`src/rtl/gmii_tx_framer_if.sv`:
```
// FIFO read side and GMII transmit side of one switch port, seen from the framer.
interface gmii_tx_framer_if;
    logic [8:0] tx_dout;
    logic       tx_empty;
    logic       tx_rd_en;
    logic [7:0] gmii_txd;
    logic       gmii_tx_en;
    logic       gmii_tx_er;

    modport master (
        input  tx_dout,
        input  tx_empty,
        output tx_rd_en,
        output gmii_txd,
        output gmii_tx_en,
        output gmii_tx_er
    );

    modport slave (
        output tx_dout,
        output tx_empty,
        input  tx_rd_en,
        input  gmii_txd,
        input  gmii_tx_en,
        input  gmii_tx_er
    );
endinterface

```
`src/rtl/gmii_tx_framer.sv`:
```
// GMII transmit framer: drains a port TX FIFO (bit8=1 data, bit8=0 end marker),
// prepends preamble and SFD, enforces the inter-frame gap and aborts a frame
// with tx_er when the FIFO runs dry mid-frame. The FCS comes from the FIFO.
module gmii_tx_framer #(
    parameter int PREAMBLE_LEN = 7,
    parameter int IFG_CYCLES   = 12
) (
    input  logic              sys_clk,
    input  logic              sys_rst,
    gmii_tx_framer_if.master  bus,
    output logic [15:0]       frame_cnt,
    output logic [15:0]       underrun_cnt
);
    localparam int CNT_MAX = (PREAMBLE_LEN > IFG_CYCLES) ? PREAMBLE_LEN : IFG_CYCLES;
    localparam int CW      = (CNT_MAX < 2) ? 1 : $clog2(CNT_MAX);
    localparam logic [CW-1:0] PRE_LAST = CW'(PREAMBLE_LEN - 1);
    localparam logic [CW-1:0] IFG_LAST = CW'(IFG_CYCLES - 1);

    typedef enum logic [2:0] {
        IDLE, FETCH, PREAMBLE, SFD, DATA, ERR, DRAIN, IFG
    } state_t;

    state_t        state_reg, state_next;
    logic [7:0]    hold_reg, hold_next;
    logic          pending_reg, pending_next;
    logic [CW-1:0] cnt_reg, cnt_next;
    logic          rd;
    logic          frame_inc, underrun_inc;
    logic [7:0]    txd_next;
    logic          en_next, er_next;

    // The read strobe never fires while the FIFO is empty or during reset.
    assign bus.tx_rd_en = rd & ~sys_rst;

    // Next-state, read and counter-event decode; GMII outputs are decoded from
    // the next state so they line up with the state they belong to.
    always_comb begin
        state_next   = state_reg;
        hold_next    = hold_reg;
        pending_next = 1'b0;
        cnt_next     = cnt_reg;
        rd           = 1'b0;
        frame_inc    = 1'b0;
        underrun_inc = 1'b0;
        case (state_reg)
            IDLE: begin
                rd = !bus.tx_empty;
                if (rd) state_next = FETCH;
            end
            FETCH: begin
                if (bus.tx_dout[8]) begin
                    hold_next  = bus.tx_dout[7:0];
                    cnt_next   = '0;
                    state_next = PREAMBLE;
                end else begin
                    state_next = IDLE;  // stray or zero-length marker
                end
            end
            PREAMBLE: begin
                if (cnt_reg == PRE_LAST) state_next = SFD;
                else                     cnt_next   = cnt_reg + 1'b1;
            end
            SFD: begin
                rd           = !bus.tx_empty;
                pending_next = rd;
                state_next   = DATA;
            end
            DATA: begin
                if (!pending_reg) begin
                    state_next = ERR;       // current byte goes out, next is missing
                end else if (!bus.tx_dout[8]) begin
                    frame_inc  = 1'b1;      // current byte is the last one
                    cnt_next   = '0;
                    state_next = IFG;
                end else begin
                    hold_next    = bus.tx_dout[7:0];
                    rd           = !bus.tx_empty;
                    pending_next = rd;
                end
            end
            ERR: begin
                underrun_inc = 1'b1;
                state_next   = DRAIN;
            end
            DRAIN: begin
                if (pending_reg && !bus.tx_dout[8]) begin
                    cnt_next   = '0;
                    state_next = IFG;
                end else begin
                    rd           = !bus.tx_empty;
                    pending_next = rd;
                end
            end
            IFG: begin
                if (cnt_reg == IFG_LAST) state_next = IDLE;
                else                     cnt_next   = cnt_reg + 1'b1;
            end
            default: state_next = IDLE;
        endcase

        en_next  = 1'b0;
        er_next  = 1'b0;
        txd_next = 8'h00;
        case (state_next)
            PREAMBLE: begin en_next = 1'b1; txd_next = 8'h55;     end
            SFD:      begin en_next = 1'b1; txd_next = 8'hD5;     end
            DATA:     begin en_next = 1'b1; txd_next = hold_next; end
            ERR:      begin en_next = 1'b1; er_next  = 1'b1;      end
            default:  ;
        endcase
    end

    // State, hold register, pending flag and registered GMII outputs.
    always_ff @(posedge sys_clk or posedge sys_rst) begin
        if (sys_rst) begin
            state_reg      <= IDLE;
            hold_reg       <= 8'h00;
            pending_reg    <= 1'b0;
            cnt_reg        <= '0;
            bus.gmii_txd   <= 8'h00;
            bus.gmii_tx_en <= 1'b0;
            bus.gmii_tx_er <= 1'b0;
        end else begin
            state_reg      <= state_next;
            hold_reg       <= hold_next;
            pending_reg    <= pending_next;
            cnt_reg        <= cnt_next;
            bus.gmii_txd   <= txd_next;
            bus.gmii_tx_en <= en_next;
            bus.gmii_tx_er <= er_next;
        end
    end

    // Saturating statistics counters.
    always_ff @(posedge sys_clk or posedge sys_rst) begin
        if (sys_rst) begin
            frame_cnt    <= 16'h0000;
            underrun_cnt <= 16'h0000;
        end else begin
            if (frame_inc && frame_cnt != 16'hFFFF)
                frame_cnt <= frame_cnt + 16'h0001;
            if (underrun_inc && underrun_cnt != 16'hFFFF)
                underrun_cnt <= underrun_cnt + 16'h0001;
        end
    end
endmodule

```
`src/flat_wrapper.sv`:
```
// flat-port wrapper written by rule: the top's interface ports become plain ports
module gmii_tx_framer_flat 
#(
    parameter int PREAMBLE_LEN = 7,
    parameter int IFG_CYCLES   = 12
)
  (sys_clk, sys_rst, frame_cnt, underrun_cnt, bus_tx_dout, bus_tx_empty, bus_tx_rd_en, bus_gmii_txd, bus_gmii_tx_en, bus_gmii_tx_er);
  gmii_tx_framer_if bus_i ();
  input  logic sys_clk;
  input  logic sys_rst;
  output logic [15:0] frame_cnt;
  output logic [15:0] underrun_cnt;
  input wire logic [$bits(bus_i.tx_dout)-1:0] bus_tx_dout;
  input wire logic [$bits(bus_i.tx_empty)-1:0] bus_tx_empty;
  output wire logic [$bits(bus_i.tx_rd_en)-1:0] bus_tx_rd_en;
  output wire logic [$bits(bus_i.gmii_txd)-1:0] bus_gmii_txd;
  output wire logic [$bits(bus_i.gmii_tx_en)-1:0] bus_gmii_tx_en;
  output wire logic [$bits(bus_i.gmii_tx_er)-1:0] bus_gmii_tx_er;
  assign bus_i.tx_dout = bus_tx_dout;
  assign bus_i.tx_empty = bus_tx_empty;
  assign bus_tx_rd_en = bus_i.tx_rd_en;
  assign bus_gmii_txd = bus_i.gmii_txd;
  assign bus_gmii_tx_en = bus_i.gmii_tx_en;
  assign bus_gmii_tx_er = bus_i.gmii_tx_er;
  gmii_tx_framer #(.PREAMBLE_LEN(PREAMBLE_LEN), .IFG_CYCLES(IFG_CYCLES)) u_core (.sys_clk(sys_clk), .sys_rst(sys_rst), .bus(bus_i), .frame_cnt(frame_cnt), .underrun_cnt(underrun_cnt));
endmodule
```
`config.mk`:
```
export PLATFORM = sky130hd
export DESIGN_NAME = gmii_tx_framer_flat
export DESIGN_NICKNAME = d
export VERILOG_FILES = /design/src/rtl/gmii_tx_framer_if.sv /design/src/rtl/gmii_tx_framer.sv /design/src/flat_wrapper.sv
export SDC_FILE = /design/constraint.sdc
export NUM_CORES = 1
export LEC_CHECK = 0
export ABC_AREA = 1
export ABC_CLOCK_PERIOD_IN_PS = 2200
export BUFFER_PORTS_ARGS = -buffer_cell sky130_fd_sc_hd__buf_4
export CAP_MARGIN = 20
export CORE_MARGIN = 2
export CORE_UTILIZATION = 57
export CTS_CLUSTER_SIZE = 8
export DETAILED_ROUTE_END_ITERATION = 10
export GPL_TIMING_DRIVEN = 0
export PLACE_DENSITY = 0.8
export REMOVE_ABC_BUFFERS = 1
export SYNTH_ARGS = -nofsm -noshare
export SYNTH_HDL_FRONTEND = slang
export SYNTH_SLANG_ARGS = --single-unit
```
`constraint.sdc`:
```
create_clock -name sys_clk -period 2.2 [get_ports sys_clk]
set_input_delay 0.11 -clock sys_clk [delete_from_list [all_inputs] [get_ports sys_clk]]
set_output_delay 0.11 -clock sys_clk [all_outputs]
set_load 0.02 [all_outputs]
```
==> reports/qor.yml <==
sta:
  fin_tns_setup_ns: 0
  worst_pin_slew_ns: 0.5480
  max_freq_mhz: 495.0
  whs_ns: 0.02836
  hold_viol_final: 0
  finalClockSkew_ns: 0.008890
  finalCritPeriodShare_pct: 91.82
  rsz0062_at_grt: "no"
  setup_violations: 0
  slew_violations: 0
  relSlewSlack_pct: 63.35
  period_minus_slack_ns: 2.020
routing:
  drc: 0
  routed_wl_mm: 7.242
  post_drt_wl_per_cell_um: 12.05
  vias: 3093
  via_per_inst: 5.146
  first_iter_violations: 138
  drtPass1Iterations: 4
  detail-route-antenna-nets: 0
logic_synthesis:
  synth_cell_type_count: 35
  ys_async_sr_fraction_pct: 100.0
  synth.avg_cell_area_um2: 7.480
  synth-edff-count: 0
  synth_ff_type: "dfrtp_1"
  ys_ff_latch: 58
  yosys_warnings: 0
  syn_inst: 463
  yosysSeqAreaShare_pct: 41.91
  syn_area_um2: 3463
floorplanning:
  std_cell_rows: 28
  core_area_um2: 5886
  die_y_um: 81.95
  die_x_um: 81.95
  io_pins: 55
  initial_core_util_pct: 58.84
  die_area_um2: 6716
setup_path:
  crit_required_ns: 2.09
  crit_fanout: 11
  end_kind: "output port"
  worstSetupPathType: "reg -> out"
  cp.arrival_ns: 1.91
  critPathLaunchType: "register"
cts:
  ctsHoldBuffers: 2
  clkLatencyLatePin_ns: 0.34
  cts_tree: "yes"
  htreeDepth: 3
  cts_buffer_depth: 2
  numCtsBuffers: 9
  clock-root-buffer: "clkbuf_8"
  post_cts_buffers: 0
  clkSinkCount: 58
  clk_pin_slew_ns: 0.07
  cts_resized: 0
power_and_ir_drop:
  clock_power_share_pct: 24.1
  powerDensity_nw_per_um2: 1013
  leakage_nw: 2.060
  p_seq_share_pct: 37.8
  p_sw_w: 0.001698
  swShare_pct: 40.71
  p_comb_share_pct: 38.2
  intPower_w: 0.002473
  ir_drop_v: 0.0007238
hold_path:
  min_path_type: "in -> reg"
run_status:
  outcome: "finished, final reports clean"
global_routing:
  grt_pass1_vias: 2910
  grt_max_degree: 43
  grt-ovfl-total: 0
  grt.total_usage_pct: 24.04
  antenna_found_initial: 0
  grt_pass1_wl_mm: 12.54
placement:
  numPortBuffers: 54
  place_congestion: 0.8910
  placed_cell_area_um2: 3899
  dp_cells: 583
  hpwl_mm: 5.270
flow_run:
  cap_violations: 0
final_layout:
  fill_cells: 515
  fin_cells: 601
  design_area_um2: 4116
  nNetsFinal: 537
  final_core_util_pct: 69.94
  area_growth_pct: 18.86
  diodes: 0
  final_common_cell: "nand2_1"
  final_cell_mix: "nand2_1 (150), nor2_1 (59), dfrtp_1 (58)"
  top_regs: "u_core.frame_cnt (16), u_core.underrun_cnt (16)"
  drive_gt1_share_pct: 19.01
==> per-stage QoR <==
step / total power (W) / setup WS [ns]
floorplan: 0.002657 / 0.4522
global placement: 0.003118 / -0.1705
detailed placement: 0.003184 / 0.2258
CTS: 0.004198 / 0.1926
global route: 0.004477 / 0.009178
finish: 0.004170 / 0.1800
==> synthesized netlist by cell type, types with 2 or more instances <==
library cell  instances  area [um2]
nand2_1             150       563.0
inv_2                 6       22.52
o21ai_0              25       125.1
buf_2                 4       20.02
xnor2_1              14       122.6
nand3_1              29       145.1
nand3_2               4       40.04
nor3_2                2       20.02
nand4_1               5       31.28
or2_2                 2       12.51
ha_1                  4       50.05
xor2_1               12       105.1
nor3_1                4       20.02
nand2_2               5       31.28
nor3b_1               2       15.01
inv_1                41       153.9
dfrtp_1              58        1451
o21ai_1               2       10.01
nor3_4                2       32.53
nor2_1               59       221.5
a21oi_1              10       50.05
o211ai_1              4       30.03
nor2_4                3       33.78
buf_6                 5       56.30
==> power by group through the flow <==
stage | registers [W] | clock network (W) | logic (W)
after detailed placement | 0.00159 | 0 | 0.00159
after floorplan | 0.00172 | 0 | 0.000941
after global placement | 0.00158 | 0 | 0.00154
after CTS | 0.00158 | 0.00102 | 0.00160
after global routing | 0.00161 | 0.00107 | 0.00180
final | 0.00157 | 0.00100 | 0.00159
==> cells by family after synthesis <==
| logic type | Yosys count | synth area share, % |
|---|---|---|
| XOR/XNOR | 26 | 6.575 |
| buffers and inverters | 59 | 7.803 |
| AND/OR/NAND/NOR | 273 | 35.51 |
| adder cells (fa/ha/maj) | 4 | 1.445 |
| flip-flops | 58 | 41.91 |
| AO/OA/AOI/OAI | 43 | 6.756 |
==> area by class of cell <==
class	instances	area (um2)	area share, %
Multi-Input combinational cell	346	1742	42.31
Sequential cell	58	1451	35.26
Timing Repair Buffer	57	445.4	10.82
Inverter	49	186.4	4.529
Clock buffer	14	162.7	3.951
Tap cell	75	93.84	2.280
Clock inverter	2	35.03	0.8511
==> worst paths after layout <==
kind / start / endpoint / slack (ns) / depth (start not counted)
min reg2reg: u_core.frame_cnt[15]$_DFFE_PP0P_ / u_core.frame_cnt[15]$_DFFE_PP0P_ / 0.52 / 2
min in group asynchronous: sys_rst / u_core.frame_cnt[7]$_DFFE_PP0P_ / 0.33 / 3
max in group asynchronous: sys_rst / u_core.cnt_reg[1]$_DFFE_PP0P_ / 1.33 / 4
max: u_core.pending_reg$_DFF_PP0_ / bus_tx_rd_en / 0.18 / 8
max reg2reg: u_core.pending_reg$_DFF_PP0_ / u_core.frame_cnt[3]$_DFFE_PP0P_ / 0.19 / 8
min: bus_tx_dout[7] / u_core.hold_reg[7]$_DFF_PP0_ / 0.03 / 3
==> critical path, stage by stage (launching register included) <==
cell and delay (ns):
dfrtp_1 0.55, inv_1 0.23, nor2_1 0.23, nor2_1 0.08
nor2_1 0.14, a31oi_1 0.10, nand2_1 0.06, inv_1 0.04
buf_4 0.14
==> metal layers <==
| layer | GRT usage, % | wire length, um | vias to the layer above |
|---|---|---|---|
| met3 | 5.165 | 280 | 10 |
| li1 | - | - | 1581 |
| met2 | 39.43 | 3478 | 71 |
| met4 | 10.17 | 122 | 0 |
| met1 | 30.65 | 3360 | 1431 |
| met5 | 0 | 0 | - |
No activity file was read; power rests on OpenSTA's default activity.
